**config.mk**
```make
export PLATFORM = sky130hd
export DESIGN_NAME = alu_issue
export DESIGN_NICKNAME = d
export VERILOG_FILES = /design/src/rtl/alu_pkg.sv /design/src/rtl/alu_regfile.sv /design/src/rtl/alu_issue.sv
export SDC_FILE = /design/constraint.sdc
export NUM_CORES = 1
export LEC_CHECK = 0
export BUFFER_PORTS_ARGS = -buffer_cell sky130_fd_sc_hd__buf_2
export CAP_MARGIN = 20
export CORE_MARGIN = 4
export CORE_UTILIZATION = 60
export DETAILED_ROUTE_END_ITERATION = 12
export MAX_ROUTING_LAYER = met4
export PLACE_DENSITY = 0.82
export SYNTH_ARGS = -nofsm -noshare
export SYNTH_HDL_FRONTEND = slang
export SYNTH_SLANG_ARGS = --single-unit
```
**constraint.sdc**
```tcl
create_clock -name clk -period 2.9 [get_ports clk]
set_input_delay 0.58 -clock clk [delete_from_list [all_inputs] [get_ports clk]]
set_output_delay 0.58 -clock clk [all_outputs]
set_load 0.01 [all_outputs]
```
**src/rtl/alu_pkg.sv**
```systemverilog
// Shared definitions for the ALU and its issue sequencer: opcodes, FSM states
// and the opcode decoder that picks how the Bin operand is formed.
package alu_pkg;

  localparam int ALU_W    = 16;
  localparam int ALU_NREG = 8;

  localparam logic [4:0] OP_ADDI    = 5'b01000;
  localparam logic [4:0] OP_SUBI    = 5'b01001;
  localparam logic [4:0] OP_XORI    = 5'b01010;
  localparam logic [4:0] OP_ANDNI   = 5'b01011;
  localparam logic [4:0] OP_ROLI    = 5'b10100;
  localparam logic [4:0] OP_SLLI    = 5'b10101;
  localparam logic [4:0] OP_RORI    = 5'b10110;
  localparam logic [4:0] OP_SRLI    = 5'b10111;
  localparam logic [4:0] OP_BTR     = 5'b11001;
  localparam logic [4:0] OP_SHIFT_R = 5'b11010;
  localparam logic [4:0] OP_ARITH_R = 5'b11011;

  typedef enum logic [1:0] {
    ST_IDLE  = 2'd0,
    ST_ISSUE = 2'd1,
    ST_WB    = 2'd2
  } state_e;

  typedef enum logic [2:0] {
    BSEL_SEXT  = 3'd0,
    BSEL_ZEXT  = 3'd1,
    BSEL_SHAMT = 3'd2,
    BSEL_RT    = 3'd3,
    BSEL_ZERO  = 3'd4
  } bsel_e;

  typedef struct packed {
    logic  legal;
    logic  r_fmt;      // Rd taken from [4:2] instead of [7:5]
    logic  use_funct;  // funct field forwarded to the ALU
    bsel_e bsel;
  } decode_t;

  function automatic decode_t decode_op(input logic [4:0] op);
    decode_t d;
    d = '{legal: 1'b1, r_fmt: 1'b0, use_funct: 1'b0, bsel: BSEL_ZERO};
    case (op)
      OP_ADDI, OP_SUBI:                   d.bsel = BSEL_SEXT;
      OP_XORI, OP_ANDNI:                  d.bsel = BSEL_ZEXT;
      OP_ROLI, OP_SLLI, OP_RORI, OP_SRLI: d.bsel = BSEL_SHAMT;
      OP_ARITH_R, OP_SHIFT_R: begin
        d.r_fmt     = 1'b1;
        d.use_funct = 1'b1;
        d.bsel      = BSEL_RT;
      end
      OP_BTR:                             d.r_fmt = 1'b1;
      default:                            d.legal = 1'b0;
    endcase
    return d;
  endfunction

endpackage

```
**src/rtl/alu_regfile.sv**
```systemverilog
// NREG x DATA_W register file: two asynchronous operand read ports, one
// asynchronous debug read port and a single synchronous write port.
module alu_regfile #(
  parameter int DATA_W = 16,
  parameter int NREG   = 8,
  localparam int AW    = $clog2(NREG)
) (
  input  logic              clk,
  input  logic              rst_n,
  input  logic              we,
  input  logic [AW-1:0]     waddr,
  input  logic [DATA_W-1:0] wdata,
  input  logic [AW-1:0]     raddr_a,
  output logic [DATA_W-1:0] rdata_a,
  input  logic [AW-1:0]     raddr_b,
  output logic [DATA_W-1:0] rdata_b,
  input  logic [AW-1:0]     dbg_addr,
  output logic [DATA_W-1:0] dbg_data
);

  logic [DATA_W-1:0] regs_q [NREG];
  logic [DATA_W-1:0] regs_d [NREG];

  for (genvar gi = 0; gi < NREG; gi++) begin : g_reg
    always_comb begin
      regs_d[gi] = regs_q[gi];
      if (we && (waddr == AW'(gi))) regs_d[gi] = wdata;
    end

    always_ff @(posedge clk or negedge rst_n) begin
      if (!rst_n) regs_q[gi] <= '0;
      else        regs_q[gi] <= regs_d[gi];
    end
  end

  assign rdata_a  = regs_q[raddr_a];
  assign rdata_b  = regs_q[raddr_b];
  assign dbg_data = regs_q[dbg_addr];

endmodule

```
**src/rtl/alu_issue.sv**
```systemverilog
// Single-issue sequencer in front of the ALU: accepts an instruction, reads
// operands, drives the ALU for one cycle and writes the result back to Rd.
module alu_issue
  import alu_pkg::*;
#(
  parameter int DATA_W = ALU_W,
  parameter int NREG   = ALU_NREG,
  localparam int AW    = $clog2(NREG)
) (
  input  logic              clk,
  input  logic              rst_n,
  input  logic              in_valid,
  output logic              in_ready,
  input  logic [15:0]       instr,
  output logic [4:0]        alu_opcode,
  output logic [1:0]        alu_funct,
  output logic [DATA_W-1:0] alu_ain,
  output logic [DATA_W-1:0] alu_bin,
  input  logic [DATA_W-1:0] alu_out,
  output logic              wb_valid,
  output logic [AW-1:0]     wb_reg,
  output logic [DATA_W-1:0] wb_data,
  output logic              illegal,
  input  logic [AW-1:0]     dbg_addr,
  output logic [DATA_W-1:0] dbg_data
);

  state_e            state_q, state_d;
  logic [4:0]        opcode_q, opcode_d;
  logic [1:0]        funct_q, funct_d;
  logic [DATA_W-1:0] ain_q, ain_d;
  logic [DATA_W-1:0] bin_q, bin_d;
  logic [AW-1:0]     rd_q, rd_d;
  logic [DATA_W-1:0] result_q, result_d;
  logic              illegal_q, illegal_d;

  logic              accept;
  logic              rf_we;
  decode_t           dec;
  logic [4:0]        imm5;
  logic [AW-1:0]     rs_addr, rt_addr;
  logic [DATA_W-1:0] rs_data, rt_data, bin_sel;

  assign dec     = decode_op(instr[15:11]);
  assign rs_addr = instr[8 +: AW];
  assign rt_addr = instr[5 +: AW];
  assign imm5    = instr[4:0];
  assign accept  = in_valid && in_ready;

  alu_regfile #(.DATA_W(DATA_W), .NREG(NREG)) u_regfile (
    .clk      (clk),
    .rst_n    (rst_n),
    .we       (rf_we),
    .waddr    (rd_q),
    .wdata    (result_q),
    .raddr_a  (rs_addr),
    .rdata_a  (rs_data),
    .raddr_b  (rt_addr),
    .rdata_b  (rt_data),
    .dbg_addr (dbg_addr),
    .dbg_data (dbg_data)
  );

  always_ff @(posedge clk or negedge rst_n) begin
    if (!rst_n) state_q <= ST_IDLE;
    else        state_q <= state_d;
  end

  always_comb begin
    state_d = state_q;
    case (state_q)
      ST_IDLE:  if (accept && dec.legal) state_d = ST_ISSUE;
      ST_ISSUE: state_d = ST_WB;
      ST_WB:    state_d = ST_IDLE;
      default:  state_d = ST_IDLE;
    endcase
  end

  always_comb begin
    in_ready = (state_q == ST_IDLE);
    wb_valid = (state_q == ST_WB);
    rf_we    = (state_q == ST_WB);
  end

  // Operands are captured at acceptance; the previous writeback is already in the regfile.
  always_comb begin
    case (dec.bsel)
      BSEL_SEXT:  bin_sel = {{(DATA_W-5){imm5[4]}}, imm5};
      BSEL_ZEXT:  bin_sel = {{(DATA_W-5){1'b0}}, imm5};
      BSEL_SHAMT: bin_sel = {{(DATA_W-4){1'b0}}, imm5[3:0]};
      BSEL_RT:    bin_sel = rt_data;
      default:    bin_sel = '0;
    endcase
  end

  always_comb begin
    opcode_d  = opcode_q;
    funct_d   = funct_q;
    ain_d     = ain_q;
    bin_d     = bin_q;
    rd_d      = rd_q;
    result_d  = result_q;
    illegal_d = 1'b0;
    if (accept) begin
      if (dec.legal) begin
        opcode_d = instr[15:11];
        funct_d  = dec.use_funct ? instr[1:0] : 2'b00;
        ain_d    = rs_data;
        bin_d    = bin_sel;
        rd_d     = dec.r_fmt ? instr[2 +: AW] : instr[5 +: AW];
      end else begin
        illegal_d = 1'b1;
      end
    end
    if (state_q == ST_ISSUE) result_d = alu_out;
  end

  always_ff @(posedge clk or negedge rst_n) begin
    if (!rst_n) begin
      opcode_q  <= '0;
      funct_q   <= '0;
      ain_q     <= '0;
      bin_q     <= '0;
      rd_q      <= '0;
      result_q  <= '0;
      illegal_q <= 1'b0;
    end else begin
      opcode_q  <= opcode_d;
      funct_q   <= funct_d;
      ain_q     <= ain_d;
      bin_q     <= bin_d;
      rd_q      <= rd_d;
      result_q  <= result_d;
      illegal_q <= illegal_d;
    end
  end

  assign alu_opcode = opcode_q;
  assign alu_funct  = funct_q;
  assign alu_ain    = ain_q;
  assign alu_bin    = bin_q;
  assign wb_reg     = rd_q;
  assign wb_data    = result_q;
  assign illegal    = illegal_q;

endmodule

```
==> results_dict.tcl <==
set metrics [dict create \
    whs_ps 116 \
    synth_top_cells_by_area "dfrtp_1, mux4_2, mux2_2" \
    post-synth-top-area-fraction_pct 46.5 \
    rsz0062_at_grt "no" \
    worst_slack_ps 342 \
    die_y_um 138 \
    clkTransAtPathRegs_ps 70 \
    wirelength_um 26200 \
    cts_tree "built" \
    ctsRootBufferMaster "clkbuf_16" \
    yosys_warnings 0 \
    post_drt_wl_per_cell_um 26.6 \
    reg2reg_slack_ps 860 \
    die_width_um 138 \
    grt_pass1_wl_um 41400 \
    async_flop_share_pct 100 \
    required_ps 2320 \
    start_kind "input pin" \
    synth-seq-cells 189 \
    grt_antenna_before_repair 1 \
    cts_resized 0 \
    finalSetupTns_ps 0 \
    drt_iter0_drc 747 \
    synth.avg_cell_area_um2 15.8 \
    numCtsBuffers 17 \
    irDropWorstVdd_mv 0.547 \
    slowest_delay_ps 560 \
    regMostFlops "u_regfile.regs_q" \
    yosys.cell_count.top_type "dfrtp_1" \
    maxClockFrequency_mhz 391 \
    skew_ps 5.72 \
    path_cells "buf_2, buf_12, mux4_2, mux2_2, buf_2" \
    p_leak_uw 0.00522 \
    worstReg2RegEnd "u_regfile.regs_q[71]$_DFFE_PN0P_" \
    cap_violations 0 \
    clkSinkCount 189 \
    synth_flop_cell "dfrtp_1" \
    power_frac_comb_pct 31.8 \
    synth_common_cells "dfrtp_1, mux2_2, mux4_2" \
    crit_top_cell "buf_2" \
    synth_edf_count 0 \
    status "completed" \
    largest_reg_flops 128 \
    nNetsFinal 789 \
    clkPwrFrac_pct 23.3 \
    port_buffers 114 \
    ant_nets 0 \
    die-area_um2 19100 \
    htreeDepth 4 \
    vias 6725 \
    areaGrowthSynthToFinish_pct 14.4 \
    fin_util_pct 70.1 \
    yosysTopAreaCell "dfrtp_1" \
    first_pass_iters 6 \
    initial_core_util_pct 61.3 \
    ios 115 \
    worst_pin_slew_ps 702 \
    hold_class "in2async" \
    cp_slowest_cell "mux4_2" \
    period_needed_ps 2560 \
    hold_buffers 0 \
    gp_congestion 0.833 \
    max-clock-path-buffers 2 \
    drive_above_1_share_pct 58.2 \
    critPathKind "in2out" \
    rows 47 \
    dp_slack_ps 348 \
    yosysSeqAreaShare_pct 46.5 \
    p_seq_share_pct 44.8 \
    critPathMaxFanout 32 \
    grt_util_all_layers_pct 28.8 \
    critPathCaptureType "primary output" \
    netlist_instances 644 \
    mappedNetlistNets 682 \
    overflow 0 \
    r2r.worst_path.cells 5 \
    slew_violations 0 \
    cts_setup_buffers 0 \
    cp.arrival_ps 1980 \
    route.detailed.drc 0 \
    intPower_uw 7510 \
    synth_cell_types 45 \
    worstSetupEndpoint "dbg_data[12]" \
    finalCritPeriodShare_pct 88.2 \
    grt_max_degree 62 \
    finalHoldViolCount 0 \
    powerDensity_nw_per_um2 948 \
    critPathLaunch "dbg_addr[0]" \
    setup_viol 0 \
    syn_area_um2 10200 \
    switchingPower_uw 3510 \
    netSwitchingFraction_pct 31.9 \
    dp_hpwl_um 17200 \
    worst_r2r_startpoint "state_q[0]$_DFFE_PN0P_" \
    insertion_delay_ps 430 \
    max_slew_margin_pct 53.2 \
    grt_pass1_vias 7156 \
    viasPerCell 6.83 \
    core-area_um2 16600 \
]
==> worst min-delay path by stage <==
stage,slack (ps),end,depth (start not counted),start
finish,120,u_regfile.regs_q[116]$_DFFE_PN0P_,1,rst_n
global route,160,u_regfile.regs_q[116]$_DFFE_PN0P_,1,rst_n
CTS,140,u_regfile.regs_q[116]$_DFFE_PN0P_,1,rst_n
detailed placement,490,alu_opcode[0]$_DFFE_PN0P_,1,alu_opcode[0]$_DFFE_PN0P_
global placement,480,alu_opcode[0]$_DFFE_PN0P_,1,alu_opcode[0]$_DFFE_PN0P_
floorplan,280,alu_ain[0]$_DFFE_PN0P_,0,rst_n
==> stage by stage <==
stage	std cells	total power [uW]	cell area (um2)
after floorplan	644	7110	10200
after global placement	952	8090	11000
after CTS	984	11000	11600
after detailed placement	952	8390	11000
final	985	11000	11600
after global routing	985	11500	11600
==> area by class of cell <==
type	count	area (um2)
inverter	5	18.8
sequential	189	4730
clock buffer	19	443
antenna	1	2.50
timing repair buffer	140	847
clock inverter	13	213
multi-input combinational	398	5100
fill	1066	4960
tap	220	275
==> power by group through the flow <==
stage | combinational (uW) | sequential (uW) | clock, uW
after floorplan | 2540 | 4570 | 0
after global placement | 3340 | 4750 | 0
after detailed placement | 3500 | 4890 | 0
after CTS | 3530 | 4860 | 2590
after global routing | 3770 | 5050 | 2710
final | 3510 | 4940 | 2570
==> logic make-up after synthesis <==
group,synth area share [%]
AO/OA/AOI/OAI,4.67
multiplexers,42.5
buffers and inverters,3.30
flip-flops,46.5
AND/OR/NAND/NOR,3.00
==> layout by cell type, fill, tap and decap left out, drive strengths merged, types with 2 or more instances in the layout <==
master,netlist,final
nor3b,4,4
nand3,2,2
mux2,169,169
nor2b,2,2
a31oi,3,3
o22a,11,11
nand2,10,10
clkinvlp,0,3
bufinv,0,5
o21ai,4,4
a21oi,43,43
nand3b,3,3
a22o,11,11
nand2b,2,2
mux2i,21,21
clkinv,0,3
inv,5,7
clkbuf,12,19
nand4,2,2
mux4,96,96
dfrtp,189,189
nor2,6,6
and2,2,2
buf,40,140
==> metal layers <==
layer  GRT usage [%]  part of all wire, %  up-vias
li1                -                    -     2744
met1            38.0                   40     3522
met2            44.1                   49      381
met3            6.73                  8.1       78
met4            11.2                  3.5        0
met5               -                    0        -
==> critical path: cells and delay by family <==
kind,cells,cell delay (ps)
buf+inv,3,520
mux,2,860
(Power assumes the default switching activity.)
